<file path="config.mk">
export PLATFORM = sky130hd
export DESIGN_NAME = sdram_ctrl
export DESIGN_NICKNAME = d
export VERILOG_FILES = /design/src/rtl/sdram_pkg.sv /design/src/rtl/sdram_refresh_timer.sv /design/src/rtl/sdram_ctrl.sv
export SDC_FILE = /design/constraint.sdc
export NUM_CORES = 1
export LEC_CHECK = 0
export ABC_AREA = 1
export CAP_MARGIN = 30
export CORE_MARGIN = 4
export CORE_UTILIZATION = 55
export CTS_CLUSTER_SIZE = 24
export DETAILED_ROUTE_END_ITERATION = 10
export DONT_BUFFER_PORTS = 1
export PLACE_DENSITY = 0.7
export SLEW_MARGIN = 20
export SYNTH_ARGS = -nofsm -noshare
export SYNTH_HDL_FRONTEND = slang
export SYNTH_SLANG_ARGS = --single-unit
export TNS_END_PERCENT = 10
</file>
<file path="constraint.sdc">
create_clock -name clk -period 1.8 [get_ports clk]
set_clock_uncertainty 0.15 [all_clocks]
set_input_delay 0.36 -clock clk [delete_from_list [all_inputs] [get_ports clk]]
set_output_delay 0.36 -clock clk [all_outputs]
set_load 0.005 [all_outputs]
</file>
<file path="src/rtl/sdram_pkg.sv">
// rtl/sdram_pkg.sv - SDRAM command encodings, controller states and address-field layout
package sdram_pkg;

    localparam int ROW_W    = 13;
    localparam int BANK_W   = 2;
    localparam int COL_W    = 10;
    localparam int COL_LSB  = 0;
    localparam int BANK_LSB = COL_LSB + COL_W;
    localparam int ROW_LSB  = BANK_LSB + BANK_W;
    localparam int ADDR_W   = ROW_LSB + ROW_W;

    // {RAS_N, CAS_N, WE_N}
    typedef enum logic [2:0] {
        CMD_NOP       = 3'b111,
        CMD_ACTIVE    = 3'b011,
        CMD_READ      = 3'b101,
        CMD_WRITE     = 3'b100,
        CMD_PRECHARGE = 3'b010,
        CMD_REFRESH   = 3'b001
    } cmd_t;

    typedef enum logic [1:0] {
        WAIT_INIT,
        IDLE,
        ACCESS,
        REFRESH
    } state_t;

    // Column address phase with A10 set so the bank auto-precharges after the burst
    function automatic logic [ROW_W-1:0] rw_addr(input logic [COL_W-1:0] col);
        return {2'b00, 1'b1, col};
    endfunction

endpackage

</file>
<file path="src/rtl/sdram_refresh_timer.sv">
// rtl/sdram_refresh_timer.sv - periodic refresh down-counter with sticky pending flag
module sdram_refresh_timer #(
    parameter int REF_INTERVAL = 780
) (
    input  logic clk,
    input  logic reset,
    input  logic en,
    input  logic clear,
    output logic ref_pending
);

    localparam int CW = $clog2(REF_INTERVAL + 1);
    localparam logic [CW-1:0] RELOAD = CW'(REF_INTERVAL);

    logic [CW-1:0] cnt;
    logic          expire;

    assign expire = en && (cnt == '0);

    // A fresh expiry outranks a same-cycle clear; repeated expiries collapse into one flag
    always_ff @(posedge clk) begin
        if (reset) begin
            cnt         <= RELOAD;
            ref_pending <= 1'b0;
        end else begin
            if (expire) begin
                cnt <= RELOAD;
            end else if (en) begin
                cnt <= cnt - 1'b1;
            end
            if (expire) begin
                ref_pending <= 1'b1;
            end else if (clear) begin
                ref_pending <= 1'b0;
            end
        end
    end

endmodule

</file>
<file path="src/rtl/sdram_ctrl.sv">
// rtl/sdram_ctrl.sv - run-time SDRAM sequencer (ACTIVE + auto-precharge R/W, refresh); option SDRAM_CTRL_STATS_EN
module sdram_ctrl #(
    parameter int TRCD         = 2,
    parameter int TRC          = 7,
    parameter int CAS          = 2,
    parameter int REF_INTERVAL = 780
) (
    input  logic        clk,
    input  logic        reset,
    input  logic        init_done,
    input  logic        req_valid,
    output logic        req_ready,
    input  logic        req_we,
    input  logic [24:0] req_addr,
    input  logic [15:0] req_wdata,
    input  logic [1:0]  req_wmask,
    output logic        rd_valid,
    output logic [15:0] rd_data,
    output logic        DRAM_CKE,
    output logic        DRAM_CS_N,
    output logic        DRAM_RAS_N,
    output logic        DRAM_CAS_N,
    output logic        DRAM_WE_N,
    output logic [12:0] DRAM_ADDR,
    output logic [1:0]  DRAM_BA,
    output logic        DRAM_LDQM,
    output logic        DRAM_UDQM,
    output logic [15:0] dq_out,
    output logic        dq_oe,
    input  logic [15:0] dq_in
`ifdef SDRAM_CTRL_STATS_EN
    ,
    output logic [31:0] stat_rd,
    output logic [31:0] stat_wr,
    output logic [31:0] stat_ref
`endif
);

    import sdram_pkg::*;

    localparam int TW = $clog2(TRC);
    localparam logic [TW-1:0] T_CMD  = TW'(TRCD);
    localparam logic [TW-1:0] T_CMD1 = TW'(TRCD + 1);
    localparam logic [TW-1:0] T_RD   = TW'(TRCD + CAS);
    localparam logic [TW-1:0] T_END  = TW'(TRC - 1);

    state_t            state, state_nx;
    logic [TW-1:0]     t, t_nx, t_inc;

    cmd_t              cmd_q, cmd_nx;
    logic [ROW_W-1:0]  addr_q, addr_nx;
    logic [BANK_W-1:0] ba_q, ba_nx;
    logic [1:0]        dqm_q, dqm_nx;
    logic [15:0]       dq_out_q, dq_out_nx;
    logic              dq_oe_q, dq_oe_nx;
    logic              rd_valid_q, rd_valid_nx;
    logic [15:0]       rd_data_q, rd_data_nx;

    logic              lat_we;
    logic [BANK_W-1:0] lat_bank;
    logic [COL_W-1:0]  lat_col;
    logic [15:0]       lat_wdata;
    logic [1:0]        lat_wmask;

    logic              accept;
    logic              ref_pending;
    logic              ref_clear;
    logic              ref_en;

    assign ref_en    = (state != WAIT_INIT);
    assign req_ready = (state == IDLE) && !ref_pending;

    sdram_refresh_timer #(
        .REF_INTERVAL(REF_INTERVAL)
    ) u_refresh_timer (
        .clk        (clk),
        .reset      (reset),
        .en         (ref_en),
        .clear      (ref_clear),
        .ref_pending(ref_pending)
    );

    // t counts the pin cycle currently on the bus; pins computed here belong to t+1
    always_comb begin
        state_nx    = state;
        t_nx        = t;
        t_inc       = t + 1'b1;
        cmd_nx      = CMD_NOP;
        addr_nx     = addr_q;
        ba_nx       = ba_q;
        dqm_nx      = 2'b11;
        dq_out_nx   = dq_out_q;
        dq_oe_nx    = 1'b0;
        rd_valid_nx = 1'b0;
        rd_data_nx  = rd_data_q;
        accept      = 1'b0;
        ref_clear   = 1'b0;
        case (state)
            WAIT_INIT: begin
                if (init_done) begin
                    state_nx = IDLE;
                end
            end
            IDLE: begin
                t_nx = '0;
                if (ref_pending) begin
                    cmd_nx    = CMD_REFRESH;
                    ref_clear = 1'b1;
                    state_nx  = REFRESH;
                end else if (req_valid) begin
                    accept   = 1'b1;
                    cmd_nx   = CMD_ACTIVE;
                    ba_nx    = req_addr[BANK_LSB +: BANK_W];
                    addr_nx  = req_addr[ROW_LSB +: ROW_W];
                    state_nx = ACCESS;
                end else if (!init_done) begin
                    // only drop back once no handshake can be in progress
                    state_nx = WAIT_INIT;
                end
            end
            ACCESS: begin
                t_nx = t_inc;
                if (t == T_END) begin
                    state_nx = IDLE;
                    t_nx     = '0;
                end else if (t_inc == T_CMD) begin
                    addr_nx = rw_addr(lat_col);
                    ba_nx   = lat_bank;
                    if (lat_we) begin
                        cmd_nx    = CMD_WRITE;
                        dqm_nx    = ~lat_wmask;
                        dq_oe_nx  = 1'b1;
                        dq_out_nx = lat_wdata;
                    end else begin
                        cmd_nx = CMD_READ;
                        dqm_nx = 2'b00;
                    end
                end else if (t_inc == T_CMD1 && !lat_we) begin
                    dqm_nx = 2'b00;
                end
                if (t == T_RD && !lat_we) begin
                    rd_valid_nx = 1'b1;
                    rd_data_nx  = dq_in;
                end
            end
            REFRESH: begin
                t_nx = t_inc;
                if (t == T_END) begin
                    state_nx = IDLE;
                    t_nx     = '0;
                end
            end
            default: begin
                state_nx = WAIT_INIT;
            end
        endcase
    end

    always_ff @(posedge clk) begin
        if (reset) begin
            state      <= WAIT_INIT;
            t          <= '0;
            cmd_q      <= CMD_NOP;
            addr_q     <= '0;
            ba_q       <= '0;
            dqm_q      <= 2'b11;
            dq_out_q   <= '0;
            dq_oe_q    <= 1'b0;
            rd_valid_q <= 1'b0;
            rd_data_q  <= '0;
            lat_we     <= 1'b0;
            lat_bank   <= '0;
            lat_col    <= '0;
            lat_wdata  <= '0;
            lat_wmask  <= '0;
        end else begin
            state      <= state_nx;
            t          <= t_nx;
            cmd_q      <= cmd_nx;
            addr_q     <= addr_nx;
            ba_q       <= ba_nx;
            dqm_q      <= dqm_nx;
            dq_out_q   <= dq_out_nx;
            dq_oe_q    <= dq_oe_nx;
            rd_valid_q <= rd_valid_nx;
            rd_data_q  <= rd_data_nx;
            if (accept) begin
                lat_we    <= req_we;
                lat_bank  <= req_addr[BANK_LSB +: BANK_W];
                lat_col   <= req_addr[COL_LSB +: COL_W];
                lat_wdata <= req_wdata;
                lat_wmask <= req_wmask;
            end
        end
    end

`ifdef SDRAM_CTRL_STATS_EN
    always_ff @(posedge clk) begin
        if (reset) begin
            stat_rd  <= '0;
            stat_wr  <= '0;
            stat_ref <= '0;
        end else begin
            if (cmd_nx == CMD_READ)    stat_rd  <= stat_rd + 32'd1;
            if (cmd_nx == CMD_WRITE)   stat_wr  <= stat_wr + 32'd1;
            if (cmd_nx == CMD_REFRESH) stat_ref <= stat_ref + 32'd1;
        end
    end
`endif

    assign DRAM_CKE   = 1'b1;
    assign DRAM_CS_N  = 1'b0;
    assign DRAM_RAS_N = cmd_q[2];
    assign DRAM_CAS_N = cmd_q[1];
    assign DRAM_WE_N  = cmd_q[0];
    assign DRAM_ADDR  = addr_q;
    assign DRAM_BA    = ba_q;
    assign DRAM_UDQM  = dqm_q[1];
    assign DRAM_LDQM  = dqm_q[0];
    assign dq_out     = dq_out_q;
    assign dq_oe      = dq_oe_q;
    assign rd_valid   = rd_valid_q;
    assign rd_data    = rd_data_q;

endmodule

</file>
==> reports/results.ini <==
[status]
status=complete, no violations

[sta]
finalSetupViolCount=0
fin_crit_ps=1720
finalWorstSetupSlack_ps=81.4
worst_pin_slew_ps=503
period_share_pct=95.5
rsz0062_at_grt=false
hold_viol_final=0
slew_headroom_pct=66.4
report.final.slew_viol_count=0
finalSetupTns_ps=0
fmax_mhz=582

[setup_path]
cp_max_fo=3
rr_startpoint=state[0]
required_ps=1290
cpMaxStageDelayCell=dfxtp_1
path_class=reg -> out
worstPathCellList=buf_4, ha_4, inv_2, nor2_2, buf_4
arrival_ps=1210
cp-endpoint=req_ready
startpoint_type=register
slowest_delay_ps=340
cp_common_cell=buf_4
reg2reg_depth=8
r2r_end=rd_data[11]
startpoint=state[0]
endpoint_kind=output port
timing.reg2reg.setup_slack_ps=180

[detailed_routing]
wl_per_cell_um=13.4
first_pass_iters=4
vias_per_cell=5.11
num_vias=3721
drtAntennaViolNets=0
drc_errors=0
wl_um=9730
first_iter_violations=126

[global_route]
grt_pass1_vias=3478
grt_usage_pct=20.7
grt_overflow=0
antenna_found_initial=0
grt_pass1_wl_um=16500
grt_max_degree=43

[synth]
ys.warnings.count=0
postSynth.asyncResetShare_pct=0
ys_seq_area_share_pct=46.1
synth_edf_count=0
avgSynthCellArea_um2=7.27
synth_top_cell_by_area=dfxtp_1
syn_area_um2=4390
synthFlopType=dfxtp_1
synthTopCellsByCount=104 x nor2_1, 101 x dfxtp_1, 85 x inv_1, 85 x nand2_1, 52 x a21oi_1
synth_top_area_share_pct=46.1
yosys_register_bits=101
synth_area_leaders=dfxtp_1 46%, nor2_1 8.9%, inv_1 7.3%
yosysUniqueCellTypes=31
netlist_instances=604
synth_most_common_cell=nor2_1
synth_nets=674

[floorplanning]
die_x_um=97.3
fp.dieH_um=97.3
rows=32
num_io_pins=121
core_um2=7730
die_area_um2=9470
initial_core_util_pct=56.8

[clocking]
numCtsBuffers=9
cts.sinks=101
cts_root_buf=clkbuf_8
cts_tree=done
cts_htree_levels=3
clkTransAtPathRegs_ps=100
cts_buffer_depth=2
clk_latency_ps=350

[placed_design]
place_congestion=0.816
dp.final_hpwl_um=6890
port_buffers=0
pre_cts_slack_ps=67.6

[cells_and_area]
drive_above_1_share_pct=9.90
seqCellArea_um2=2020
multi_input_comb_area_um2=1840
antenna_cells=0
fillCellCount=735
nets=691
syn_to_final_growth_pct=12.1

[power_and_ir_drop]
max-vdd-ir-drop_mv=0.739
p_total_uw=6920
p_leak_uw=0.00218
powerDensity_nw_per_um2=1410

[worst_hold_path]
hold_path.class=in -> reg

[flow_run]
max_cap_violations=0

==> how the worst min path moves through the flow <==
stage          cells past startpoint          from                           to
6_report                           2  req_wmask[1]                 lat_wmask[1]
5_1_grt                            2   req_addr[6]                   lat_col[6]
4_1_cts                            2      dq_in[5]                   rd_data[5]
3_5_place_dp                       1         reset  u_refresh_timer.ref_pending
3_3_place_gp                       1  lat_wmask[0]                     dqm_q[0]
2_1_floorplan                      1  lat_wmask[0]                     dqm_q[0]
==> critical path: cells and delay by family (launching register included) <==
kind	cells	cell delay [ps]
buffers and inverters	3	290
adders and majority gates	1	130
and+or+nand+nor	1	100
DFF	1	340
==> timing repair <==
item | in CTS | in global routing
pin swaps | 1 | 0
resized for setup | 4 | 7
endpoints found under the hold margin | 35 | 4
gates cloned | 0 | 0
hold buffers | 15 | 4
endpoints found under the setup margin | 1 | 27
setup buffers | 1 | 0
==> kinds of logic (layout without fill, tap and decap cells) <==
| kind of cell | after synthesis | count (layout) | synth area share, % |
|---|---|---|---|
| flip-flops | 101 | 101 | 46.1 |
| buffers and inverters | 125 | 147 | 12.7 |
| XOR/XNOR | 4 | 4 | 0.798 |
| AND/OR/NAND/NOR | 258 | 258 | 25.8 |
| adder cells (fa/ha/maj) | 6 | 6 | 1.71 |
| other | 2 | 2 | 0.171 |
| AO/OA/AOI/OAI | 108 | 108 | 12.7 |
==> sequential cells by signal, indices dropped and copies added (netlist names), 2 cells and up <==
name,count
u_refresh_timer.cnt,10
t,3
state,2
dq_out,16
DRAM_BA,2
lat_wdata,16
rd_data,16
lat_bank,2
lat_col,10
DRAM_ADDR,13
cmd_q,3
dqm_q,2
lat_wmask,2
==> power by group <==
group | total [uW] | leakage (uW) | internal, uW | switching, uW
Sequential | 2820 | 0.000822 | 2590 | 231
Combinational | 2710 | 0.00126 | 1080 | 1630
Clock | 1380 | 0.0000960 | 540 | 840
==> cell usage in the layout (no fill, tap or decap) <==
cell type	netlist	final
nor3_1	4	4
inv_8	0	3
inv_6	0	2
buf_4	7	16
nand3_2	1	1
or2_1	2	2
inv_2	6	8
o2111ai_1	1	1
clkbuf_8	0	9
nand2_4	1	1
nand4_1	21	21
conb_1	2	2
o21ai_4	1	1
buf_6	6	1
o21bai_1	1	1
o21ai_0	50	50
nand2_2	2	2
xor2_1	4	4
dfxtp_1	101	100
buf_12	0	4
dlygate4sd3_1	0	19
nor2_2	2	4
nor2_1	104	101
nand3_4	2	2
dfxtp_2	0	1
ha_2	0	2
clkinv_2	0	1
a21oi_1	52	52
nand3_1	32	32
o21ai_1	3	3
ha_4	0	1
nand2_1	85	85
ha_1	6	3
inv_1	85	83
clkinvlp_4	0	1
nor2_4	1	2
nor3b_1	1	1
==> cell type report <==
| class | instances | share of cell area (%) |
|---|---|---|
| tap | 102 | 2.59 |
| clock buffer | 9 | 2.52 |
| inverter | 91 | 6.94 |
| clock inverter | 7 | 1.30 |
| sequential | 101 | 41.1 |
| multi-input combinational | 378 | 37.4 |
| timing repair buffer | 40 | 8.16 |
==> per-layer routing <==
layer | global-route usage (%) | wire (um)
met4 | 6.82 | 93
met1 | 26.4 | 4250
met3 | 5.17 | 640
met2 | 34.3 | 4750
met5 | 0 | 0
==> through the flow <==
stage	instances	instance area (um2)	util [%]	hold WS, ps
6_report	728	4920	63.7	12.9
5_1_grt	728	4920	63.7	0.274
4_1_cts	723	4850	62.8	0.527
3_5_place_dp	691	4490	58.1	287
3_3_place_gp	691	4490	58.1	276
2_1_floorplan	604	4390	-	262
(Power assumes the default switching activity.)
==> edit (same flow settings) <==
`REF_INTERVAL` is set to 780 in 2 places; all go to 195.
--- a/src/rtl/sdram_refresh_timer.sv
+++ b/src/rtl/sdram_refresh_timer.sv
@@ -1,5 +1,5 @@
 // rtl/sdram_refresh_timer.sv - periodic refresh down-counter with sticky pending flag
 module sdram_refresh_timer #(
-    parameter int REF_INTERVAL = 780
+    parameter int REF_INTERVAL = 195
 ) (
     input  logic clk,
--- a/src/rtl/sdram_ctrl.sv
+++ b/src/rtl/sdram_ctrl.sv
@@ -4,5 +4,5 @@
     parameter int TRC          = 7,
     parameter int CAS          = 2,
-    parameter int REF_INTERVAL = 780
+    parameter int REF_INTERVAL = 195
 ) (
     input  logic        clk,
Check against the original RTL: same outputs for any inputs over 10 cycles, from zero or initial values and one cycle with reset high; that may be too few to reach the edited logic, so the function may still have changed.
==> edit against the unedited design <==
- largest power group unchanged
- area after synthesis fell by 9.9%
- synthesized cell count fell by 16%
- fmax rose by 3.0%
- total power fell by 7.9%
- routed wire length fell by 10%
- combinational power fell by 23%
- hold slack improved by 0.0024 ns
- die area fell by 9.1%
- first-iteration DRC count fell by 14%
- final area fell by 12%
- setup slack improved by 0.050 ns
- via count fell by 14%
- sequential cell count fell by 2
==> edit: results (changes against the unedited design) <==
| Metric | Value |
|---|---|
| DP HPWL | 6090 um (was 6890 um) |
| Vias in the first global route | 2976 (was 3478) |
| DRT iter0 DRCs | 108 (was 126) |
| Final-stage net count | 574 (was 691) |
| GR Util All Layers | 20.2% (was 20.7%) |
| Lkg Pwr | 1.71 nW (was 2.18 nW) |
| Net Count, Synth | 579 (was 674) |
| Layout cells sized above 1 | 9.43% (was 9.90%) |
| # diodes | 0 (unchanged) |
| Largest net degree at the start of global routing | 64 (was 43) |
| Status | complete, no violations (unchanged) |
| Unique cell type count in the Yosys netlist | 28 (was 31) |
| Post-synthesis xor/xnor area fraction | 1.11% (was 0.798%) |
| Die width | 92.8 um (was 97.3 um) |
| Critical path arrival | 1.16 ns (was 1.21 ns) |
| Adder-cell share of the synthesized area | 1.90% (was 1.71%) |
| Latest clock arrival within the worst-skew pair | 0.35 ns (about the same) |
| Switching Share | 36.4% (was 39.1%) |
| Finished Layout Cells | 605 (was 728) |
| Worst-path clk slew | around 0.09 ns |
| Post-synth top cells | dfxtp_1, nor2_1, o21ai_0 (was nor2_1, dfxtp_1, inv_1, nand2_1, a21oi_1) |
| Post-DR wirelength/cell | 14.4 um (was 13.4 um) |
| Final setup vio count | 0 (unchanged) |
| Max VDD drop | 0.000666 V (was 0.000739 V) |
| Synthesized cell area | 3960 um2 (was 4390 um2) |
| Synth top area cells | dfxtp_1, o21ai_0, nor2_1, a21oi_1, nand2_1 (was dfxtp_1, nor2_1, inv_1, nand2_1, a21oi_1) |
| First-pass GRT wire length | 13900 um (was 16500 um) |
| Mux share of post-synthesis cell area | 0% (unchanged) |
| DP Worst Slack | 0.0981 ns (was 0.0676 ns) |
| Clock buffer depth | 2 (unchanged) |
| Cells after DPL | 583 (was 691) |
| Final hold violations | 0 (unchanged) |
| Via count | 3188 (was 3721) |
| Post-synthesis sequential area ratio | 50.1% (was 46.1%) |
| Post-Synthesis Cells | 509 (was 604) |
| Ys async rst share | 0% (unchanged) |
| 1st-pass router iterations | 4 (unchanged) |
| Worst Path Max Fanout | 6 (was 3) |
| Synth Area in Compound Gates | 18.8% (was 12.7%) |
| Final RePlAce weighted congestion | 0.844 (was 0.816) |
## edit: cell families after synthesis
logic type	after synthesis
and+or+nand+nor	173
AOI/OAI and AO/OA	140
DFF	99
buffers and inverters	84
adders and majority gates	6
xor gates and xnor gates	5
other	2
## edit: path summary, 6_finish.rpt
kind / cells past startpoint / end / from / slack, ns
hold / removal: 2 / rd_data[7] / dq_in[7] / 0.02
setup reg to reg: 8 / state[0] / state[0] / 0.15
hold reg to reg: 1 / dqm_q[0] / lat_wmask[0] / 0.29
setup / recovery: 4 / req_ready / state[1] / 0.13
## edit: area by class of cell
class	count	area (um2)
clock inverter	5	60.1
clock buffer	11	141
fill	673	2570
inverter	54	206
multi-input combinational	326	1650
timing repair buffer	14	174
sequential	99	1980
tap	96	120
## edit: repair_timing
| item | in CTS | in global routing |
|---|---|---|
| pin swaps | 0 | 1 |
| hold buffers | 4 | 0 |
| cloned | 0 | 1 |
| gates resized for setup | 2 | 12 |
| setup buffers | 0 | 1 |
| hold endpoints to repair | 10 | 0 |
| endpoints found under the setup margin | 1 | 51 |
## edit: power groups by stage
stage                     Combinational (mW)  Clock [mW]  Sequential (mW)
after CTS                               2.02        1.46             2.87
final                                   2.08        1.42             2.87
after global placement                  1.94           0             2.91
after global routing                    2.37        1.54             2.92
after detailed placement                1.98           0             2.92
after floorplan                         1.70           0             2.83
## edit: worst max-delay path, cell delays in order (launching register included)
cell     delay (ns)
dfxtp_1        0.34
inv_2          0.10
ha_4           0.18
inv_1          0.07
nor2_2         0.12
## edit: per-layer routing
metal / wire length (um) / global-route usage (%) / part of all wire (%) / vias to the layer above
met4: 130 / 8.79 / 1.5 / 0
met3: 755 / 6.17 / 8.7 / 11
li1: - / - / - / 1632
met1: 3360 / 22.2 / 39 / 1444
met5: 0 / 0 / 0 / -
met2: 4460 / 35.7 / 51 / 101
